### config.mk
export PLATFORM = sky130hd
export DESIGN_NAME = sdram_bus_arbiter_flat
export DESIGN_NICKNAME = d
export VERILOG_FILES = /design/src/rtl/sdram_bus_arbiter_if.sv /design/src/rtl/sdram_bus_arbiter.sv /design/src/flat_wrapper.sv
export SDC_FILE = /design/constraint.sdc
export NUM_CORES = 1
export LEC_CHECK = 0
export BUFFER_PORTS_ARGS = -buffer_cell sky130_fd_sc_hd__buf_4
export CORE_AREA = 2 2 39 41
export DETAILED_ROUTE_END_ITERATION = 12
export DIE_AREA = 0 0 41 43
export SLEW_MARGIN = 25
export SYNTH_ARGS = -nofsm -noshare
export SYNTH_HDL_FRONTEND = slang
export SYNTH_SLANG_ARGS = --single-unit
### constraint.sdc
create_clock -name clock -period 2.85 [get_ports clock]
set_clock_uncertainty 0.2 [all_clocks]
set_input_delay 0.855 -clock clock [delete_from_list [all_inputs] [get_ports clock]]
set_output_delay 0.855 -clock clock [all_outputs]
set_load 0.005 [all_outputs]
### src/rtl/sdram_bus_arbiter_if.sv
// Bus-side signal bundle for sdram_bus_arbiter: requests and strobes in, grants and forced pulses out.
// arb_state mirrors the arbiter FSM (0 IDLE, 1 GRANTED, 2 ACTIVE, 3 RELEASE) for observation.
interface sdram_bus_arbiter_if;
    logic       ramInitBusy;
    logic [3:0] request;
    logic       beginTransactionIn;
    logic       endTransactionIn;
    logic       busErrorIn;
    logic [3:0] grant;
    logic       endTransactionOut;
    logic       busErrorOut;
    logic       arbiterBusy;
    logic [1:0] arb_state;

    // Handshake: a master holds request[n] until it sees grant[n]; it then strobes
    // beginTransactionIn for one cycle, and the transfer ends on endTransactionIn or busErrorIn.
    modport master (
        output ramInitBusy, request, beginTransactionIn, endTransactionIn, busErrorIn,
        input  grant, endTransactionOut, busErrorOut, arbiterBusy, arb_state
    );

    modport slave (
        input  ramInitBusy, request, beginTransactionIn, endTransactionIn, busErrorIn,
        output grant, endTransactionOut, busErrorOut, arbiterBusy, arb_state
    );
endinterface

### src/rtl/sdram_bus_arbiter.sv
// Four-master round-robin bus arbiter for the SDRAM bus with a registered one-hot grant.
// Define SDRAM_ARBITER_WATCHDOG_EN to add the ACTIVE-state transaction watchdog.
module sdram_bus_arbiter #(
    parameter int TIMEOUT_CYCLES = 1024
) (
    input  logic                  clock,
    input  logic                  reset,
    sdram_bus_arbiter_if.slave    bus
);
    typedef enum logic [1:0] {
        IDLE    = 2'd0,
        GRANTED = 2'd1,
        ACTIVE  = 2'd2,
        RELEASE = 2'd3
    } state_t;

    state_t     state;
    logic [3:0] grant_q;
    logic [1:0] last_grant;
    logic [1:0] next_idx;
    logic [1:0] cand;
    logic       found;

    // Search starts one past the last winner, so the previous owner is considered last.
    always_comb begin
        found    = 1'b0;
        next_idx = last_grant;
        cand     = last_grant;
        for (int k = 1; k <= 4; k++) begin
            cand = last_grant + k[1:0];
            if (!found && bus.request[cand]) begin
                found    = 1'b1;
                next_idx = cand;
            end
        end
    end

`ifdef SDRAM_ARBITER_WATCHDOG_EN
    localparam logic [15:0] WD_LIMIT = 16'(TIMEOUT_CYCLES - 1);
    logic [15:0] wd_count;
    logic        end_q;
    logic        err_q;
`endif

    always_ff @(posedge clock) begin
        if (reset) begin
            state      <= IDLE;
            grant_q    <= 4'b0000;
            last_grant <= 2'd3;
`ifdef SDRAM_ARBITER_WATCHDOG_EN
            wd_count   <= 16'd0;
            end_q      <= 1'b0;
            err_q      <= 1'b0;
`endif
        end else begin
`ifdef SDRAM_ARBITER_WATCHDOG_EN
            end_q <= 1'b0;
            err_q <= 1'b0;
`endif
            case (state)
                IDLE: begin
                    if (!bus.ramInitBusy && found) begin
                        grant_q    <= 4'b0001 << next_idx;
                        last_grant <= next_idx;
                        state      <= GRANTED;
                    end
                end
                GRANTED: begin
                    // Begin wins over a simultaneous request drop; end/error are meaningless here.
                    if (bus.beginTransactionIn) begin
                        state <= ACTIVE;
`ifdef SDRAM_ARBITER_WATCHDOG_EN
                        wd_count <= 16'd0;
`endif
                    end else if ((bus.request & grant_q) == 4'b0000) begin
                        grant_q <= 4'b0000;
                        state   <= IDLE;
                    end
                end
                ACTIVE: begin
                    if (bus.endTransactionIn || bus.busErrorIn) begin
                        grant_q <= 4'b0000;
                        state   <= RELEASE;
                    end
`ifdef SDRAM_ARBITER_WATCHDOG_EN
                    else if (wd_count == WD_LIMIT) begin
                        grant_q <= 4'b0000;
                        state   <= RELEASE;
                        end_q   <= 1'b1;
                        err_q   <= 1'b1;
                    end else begin
                        wd_count <= wd_count + 16'd1;
                    end
`endif
                end
                RELEASE: begin
                    grant_q <= 4'b0000;
                    state   <= IDLE;
                end
                default: begin
                    grant_q <= 4'b0000;
                    state   <= IDLE;
                end
            endcase
        end
    end

    assign bus.grant       = grant_q;
    assign bus.arbiterBusy = (state != IDLE);
    assign bus.arb_state   = state;

`ifdef SDRAM_ARBITER_WATCHDOG_EN
    assign bus.endTransactionOut = end_q;
    assign bus.busErrorOut       = err_q;
`else
    assign bus.endTransactionOut = 1'b0;
    assign bus.busErrorOut       = 1'b0;
`endif
endmodule

### src/flat_wrapper.sv
// flat-port wrapper written by rule: the top's interface ports become plain ports
module sdram_bus_arbiter_flat 
#(
    parameter int TIMEOUT_CYCLES = 1024
)
  (clock, reset, bus_ramInitBusy, bus_request, bus_beginTransactionIn, bus_endTransactionIn, bus_busErrorIn, bus_grant, bus_endTransactionOut, bus_busErrorOut, bus_arbiterBusy, bus_arb_state);
  sdram_bus_arbiter_if bus_i ();
  input  logic clock;
  input  logic reset;
  input wire logic [$bits(bus_i.ramInitBusy)-1:0] bus_ramInitBusy;
  input wire logic [$bits(bus_i.request)-1:0] bus_request;
  input wire logic [$bits(bus_i.beginTransactionIn)-1:0] bus_beginTransactionIn;
  input wire logic [$bits(bus_i.endTransactionIn)-1:0] bus_endTransactionIn;
  input wire logic [$bits(bus_i.busErrorIn)-1:0] bus_busErrorIn;
  output wire logic [$bits(bus_i.grant)-1:0] bus_grant;
  output wire logic [$bits(bus_i.endTransactionOut)-1:0] bus_endTransactionOut;
  output wire logic [$bits(bus_i.busErrorOut)-1:0] bus_busErrorOut;
  output wire logic [$bits(bus_i.arbiterBusy)-1:0] bus_arbiterBusy;
  output wire logic [$bits(bus_i.arb_state)-1:0] bus_arb_state;
  assign bus_i.ramInitBusy = bus_ramInitBusy;
  assign bus_i.request = bus_request;
  assign bus_i.beginTransactionIn = bus_beginTransactionIn;
  assign bus_i.endTransactionIn = bus_endTransactionIn;
  assign bus_i.busErrorIn = bus_busErrorIn;
  assign bus_grant = bus_i.grant;
  assign bus_endTransactionOut = bus_i.endTransactionOut;
  assign bus_busErrorOut = bus_i.busErrorOut;
  assign bus_arbiterBusy = bus_i.arbiterBusy;
  assign bus_arb_state = bus_i.arb_state;
  sdram_bus_arbiter #(.TIMEOUT_CYCLES(TIMEOUT_CYCLES)) u_core (.clock(clock), .reset(reset), .bus(bus_i));
endmodule
Word-level counts from Yosys, hierarchy flattened

Cells that the tools add are included.

Equal/unequal tests: 8
Mux-type cells: 26
$lt $le $gt $ge: 4
Bitwise gates (word level): 1
Reduce and logical (&&, ||, !) cells: 15
Shift-type cells: 1
$add $sub $neg: 3

Operators by type and width:

| kind                                                                         | count |
|---|---|
| 2-bit two-way mux                                                            | 8 |
| 4-bit two-way mux                                                            | 4 |
| 4-bit case mux with 4 select lines                                           | 1 |
| 2-bit by 3-bit less-than comparator with 1-bit output, second input constant | 4 |
| 1-bit binary-select mux with 2-bit select                                    | 4 |
| 1-bit two-way mux                                                            | 8 |
| 2-bit case mux with 4 select lines                                           | 1 |
| 2-bit by 1-bit != test with 1-bit output, second input constant              | 3 |
| 2-bit adder, second input constant                                           | 2 |
| 4-bit bitwise AND                                                            | 1 |
| 2-bit equality test, second input constant                                   | 2 |
| 1-bit logical AND                                                            | 4 |
| 1-bit logical NOT                                                            | 4 |
| 4-bit logical NOT                                                            | 1 |
| 4-bit AND reduction                                                          | 1 |
| 1-bit by 2-bit << shifter with 4-bit output, first input constant            | 1 |
| 3-bit by 2-bit != test with 1-bit output, second input constant              | 1 |
| 3-bit AND reduction                                                          | 1 |
| 2-bit by 1-bit adder with 2-bit output, second input constant                | 1 |
| 2-bit by 1-bit equality test with 1-bit output, second input constant        | 1 |
| 2-bit logical NOT                                                            | 1 |
| 2-bit != test, second input constant                                         | 1 |
| 2-bit AND reduction                                                          | 1 |
| 2-bit nonzero test                                                           | 1 |
| 1-bit logical OR                                                             | 1 |

Input bits: 10
Logic and storage cells: 61
Flip-flop bits (word level): 8
Output and inout bits: 9

Longest topological paths before layout

Depth in word-level cells: 16
Mapped depth: 4
Mapped depth without buffers: 4

Least setup slack after synthesis

OpenSTA, ideal clock, no wires.

Path kind: input to register
Start point: input port bus_request[0]
End point: register u_core.grant_q[0] (netlist: u_core.bus.grant[0])
Slack: 767 ps
Library setup time: 101 ps
Stages: 4
Buffers on the path: 0
Required time: 2,549 ps
Data arrival time: 1,782 ps
Cell sequence: a22oi_1 > a31oi_1 > or2_4 > o41ai_1

Word-level cells in the longest chain between the ends: 15
Elaborated cells between the ends (all ways): 31
Those cells by class: 2 x eq/ne; 1 x shift; 18 x mux; 1 x bitwise; 9 x reduce/logical

Ends and longest elaborated chain:

| what                                                                             | RTL line                                         | text |
|---|---|---|
| start: declaration                                                               | flat_wrapper.sv:11                               | `input wire logic [$bits(bus_i.request)-1:0] bus_request;` |
| 1-bit binary-select mux with 2-bit select                                        | sdram_bus_arbiter.sv:31                          | `if (!found && bus.request[cand]) begin` |
| 1-bit two-way mux (implied by the code)                                          | sdram_bus_arbiter.sv:31                          |  |
| 1-bit two-way mux                                                                | sdram_bus_arbiter.sv:31                          |  |
| 1-bit logical NOT                                                                | sdram_bus_arbiter.sv:31                          |  |
| 1-bit logical AND                                                                | sdram_bus_arbiter.sv:31                          |  |
| 1-bit two-way mux                                                                | sdram_bus_arbiter.sv:31                          |  |
| 1-bit logical NOT                                                                | sdram_bus_arbiter.sv:31                          |  |
| 1-bit logical AND                                                                | sdram_bus_arbiter.sv:31                          |  |
| 1-bit two-way mux                                                                | sdram_bus_arbiter.sv:31                          |  |
| 1-bit logical NOT                                                                | sdram_bus_arbiter.sv:31                          |  |
| 1-bit logical AND                                                                | sdram_bus_arbiter.sv:31                          |  |
| 2-bit two-way mux or 1-bit two-way mux (tied branches)                           | sdram_bus_arbiter.sv:31                          |  |
| 1-bit by 2-bit << shifter with 4-bit output or 1-bit logical AND (tied branches) | sdram_bus_arbiter.sv:63, sdram_bus_arbiter.sv:62 |  |
| 4-bit two-way mux or 2-bit by 1-bit != test with 1-bit output (tied branches)    | --                                               |  |
| 4-bit case mux with 4 select lines or 4-bit AND reduction (tied branches)        | --                                               |  |
| end signal: assignment                                                           | sdram_bus_arbiter.sv:63                          | `grant_q <= 4'b0001 << next_idx;` |
| end: declaration                                                                 | sdram_bus_arbiter.sv:18                          | `logic [3:0] grant_q;` |

Parallel ways exist; a longest one is shown, timed or not. The select of a mux whose other input is x is not followed.
A chain may end at the register's enable or synchronous reset.

==> results.cfg <==
[outcome]
status = finished, final reports clean

[clock_tree]
htreeDepth = 1
clkSinkCount = 8
ctsResizeCount = 0
cts_made_buffers = 3
clk-insertion-delay-late_ns = 0.25
clk_pin_slew_ns = 0.05
post_cts_buffers = 0
clk_path_buf_depth = 2
ctsRootBufferMaster = clkbuf_4
cts.hold.buffers_added = 0
cts_tree = built

[setup_path]
critical_path_arrival_ns = 1.09
worst-endpoint-required_ns = 1.80
end_kind = output pin
crit_fanout = 7
critPathKind = reg -> out
start_kind = register

[cells_and_area]
drive_gt1_share_pct = 33.8
layout_common_cells = buf_4 (16), dfxtp_1 (8), nor2_1 (5), o211ai_1 (5)
n_antenna_cell = 0
layout_commonest_cell = buf_4
fin_nets = 86
syn_to_final_growth_pct = 29.3
fin_cells = 90
final_util_pct = 45.9

[sta]
setup_viol = 0
maxSlewViolCount = 0
hold_viol = 0
min_period_ns = 2.15
rsz0062_at_grt = false
fin_crit_sh_pct = 75.3
max_freq_mhz = 466
finalSetupTns_ns = 0

[route]
wire_per_inst_um = 12.8
dr_total_vias = 497
drt_wl_total_um = 1150
initialDrtViolationCount = 11
viasPerCell = 5.52
final_antenna_net_count = 0
dr.pass1.iters = 4
drc_errors = 0

[die]
core_area_um2 = 1380
die_h_um = 43
die_x_um = 41
dieArea_um2 = 1760
num_rows = 14
start_util_pct = 35.5
io_pins = 19

[synthesis]
ys_types = 29
yosysWarnings = 0
syn_inst = 57
ys_ff_latch = 8
seq_area_frac_synth_pct = 32.6
synth_area_um2 = 492
syn_area_per_cell_um2 = 8.63

[grt]
grtUsageMet2_pct = 20.9
grt_pass1_vias = 429
grt_pass1_wl_um = 1750
grt_overflow_total = 0
antenna_found_initial = 0
grt-busiest-layer = met2
grt_start_max_net_pins = 9
grt_use_met1_pct = 19.2
met3_usage_pct = 4.71
track_usage_pct = 14.8

[place]
port_buffers = 16
dp.cells = 87
dp_hpwl_um = 951
finalWeightedCongestion = 0.782

[hold_path]
hp-class = reg -> reg

[run]
maxCapViolations = 0

[power_and_ir_drop]
ir_drop_mv = 0.255
p_leak_nw = 0.273
power_density_nw_per_um2 = 513
cells in the mapped netlist (all sizes together):
cell type / n / area share [%]
o31ai: 1 / 1.5
nand2: 2 / 1.5
o211ai: 5 / 7.6
nand4b: 1 / 1.8
a211oi: 1 / 1.5
inv: 3 / 2.3
a31oi: 1 / 1.3
nand2b: 1 / 1.3
a22oi: 2 / 3.1
or2: 2 / 3.1
a31o: 1 / 1.8
or3: 1 / 1.5
and2b: 3 / 4.8
conb: 1 / 0.76
o21ai: 4 / 4.1
dfxtp: 8 / 33
o41ai: 4 / 7.1
nor2: 5 / 3.8
a21oi: 2 / 2.0
o31a: 1 / 1.8
o311a: 1 / 4.3
a211o: 1 / 1.8
nor4: 1 / 1.3
buf: 2 / 3.1
nor2b: 1 / 1.3
clkbuf: 1 / 1.5
o21bai: 1 / 1.5
report_power, final:
group          internal [W]  switching, W  leakage, nW
logic             0.0000542     0.0000497        0.194
registers          0.000125     0.0000129       0.0657
clock network     0.0000481     0.0000366       0.0138
worst max-delay path: stages (launching register included):
cell	delay [ns]
dfxtp_1	0.36
or2_2	0.34
buf_4	0.14
cell families after synthesis:
group | after synthesis | share of synthesized area [%]
compound gates | 25 | 39.4
simple gates | 17 | 20.4
flops | 8 | 32.6
buf+inv | 6 | 6.87
other cells | 1 | 0.763
per-layer routing:
metal  up-vias  wire length (um)
li1        253                 -
met1       225               536
met2        17               543
met3         2                63
met4         0                11
met5         -                 0
per-stage QoR:
stage / hold WS (ns) / cell area [um2] / setup slack (ns) / total power, W
after global routing: 0.343 / 636 / 0.565 / 0.000348
after floorplan: 0.274 / 495 / 0.767 / 0.000203
after CTS: 0.324 / 636 / 0.691 / 0.000330
after detailed placement: 0.313 / 613 / 0.427 / 0.000243
after global placement: 0.311 / 613 / 0.430 / 0.000243
final: 0.319 / 636 / 0.704 / 0.000326
cell type report:
class | instances | area, um2
clock buffer | 3 | 22.5
timing repair buffer | 16 | 120
multi-input combinational | 44 | 302
sequential | 8 | 160
fill | 152 | 748
tap | 16 | 20.0
inverter | 3 | 11.3
worst paths after layout:
check / startpoint / depth (start not counted) / slack, ns / endpoint
setup / recovery: register / 2 / 0.70 / bus_arbiterBusy
hold / removal: u_core.bus.arb_state[0] / 1 / 0.32 / u_core.bus.arb_state[0]
setup reg to reg: u_core.bus.grant[2] / 4 / 1.12 / u_core.bus.grant[3]
hold reg to reg: u_core.bus.arb_state[0] / 1 / 0.32 / u_core.bus.arb_state[0]
(Power assumes the default switching activity.)
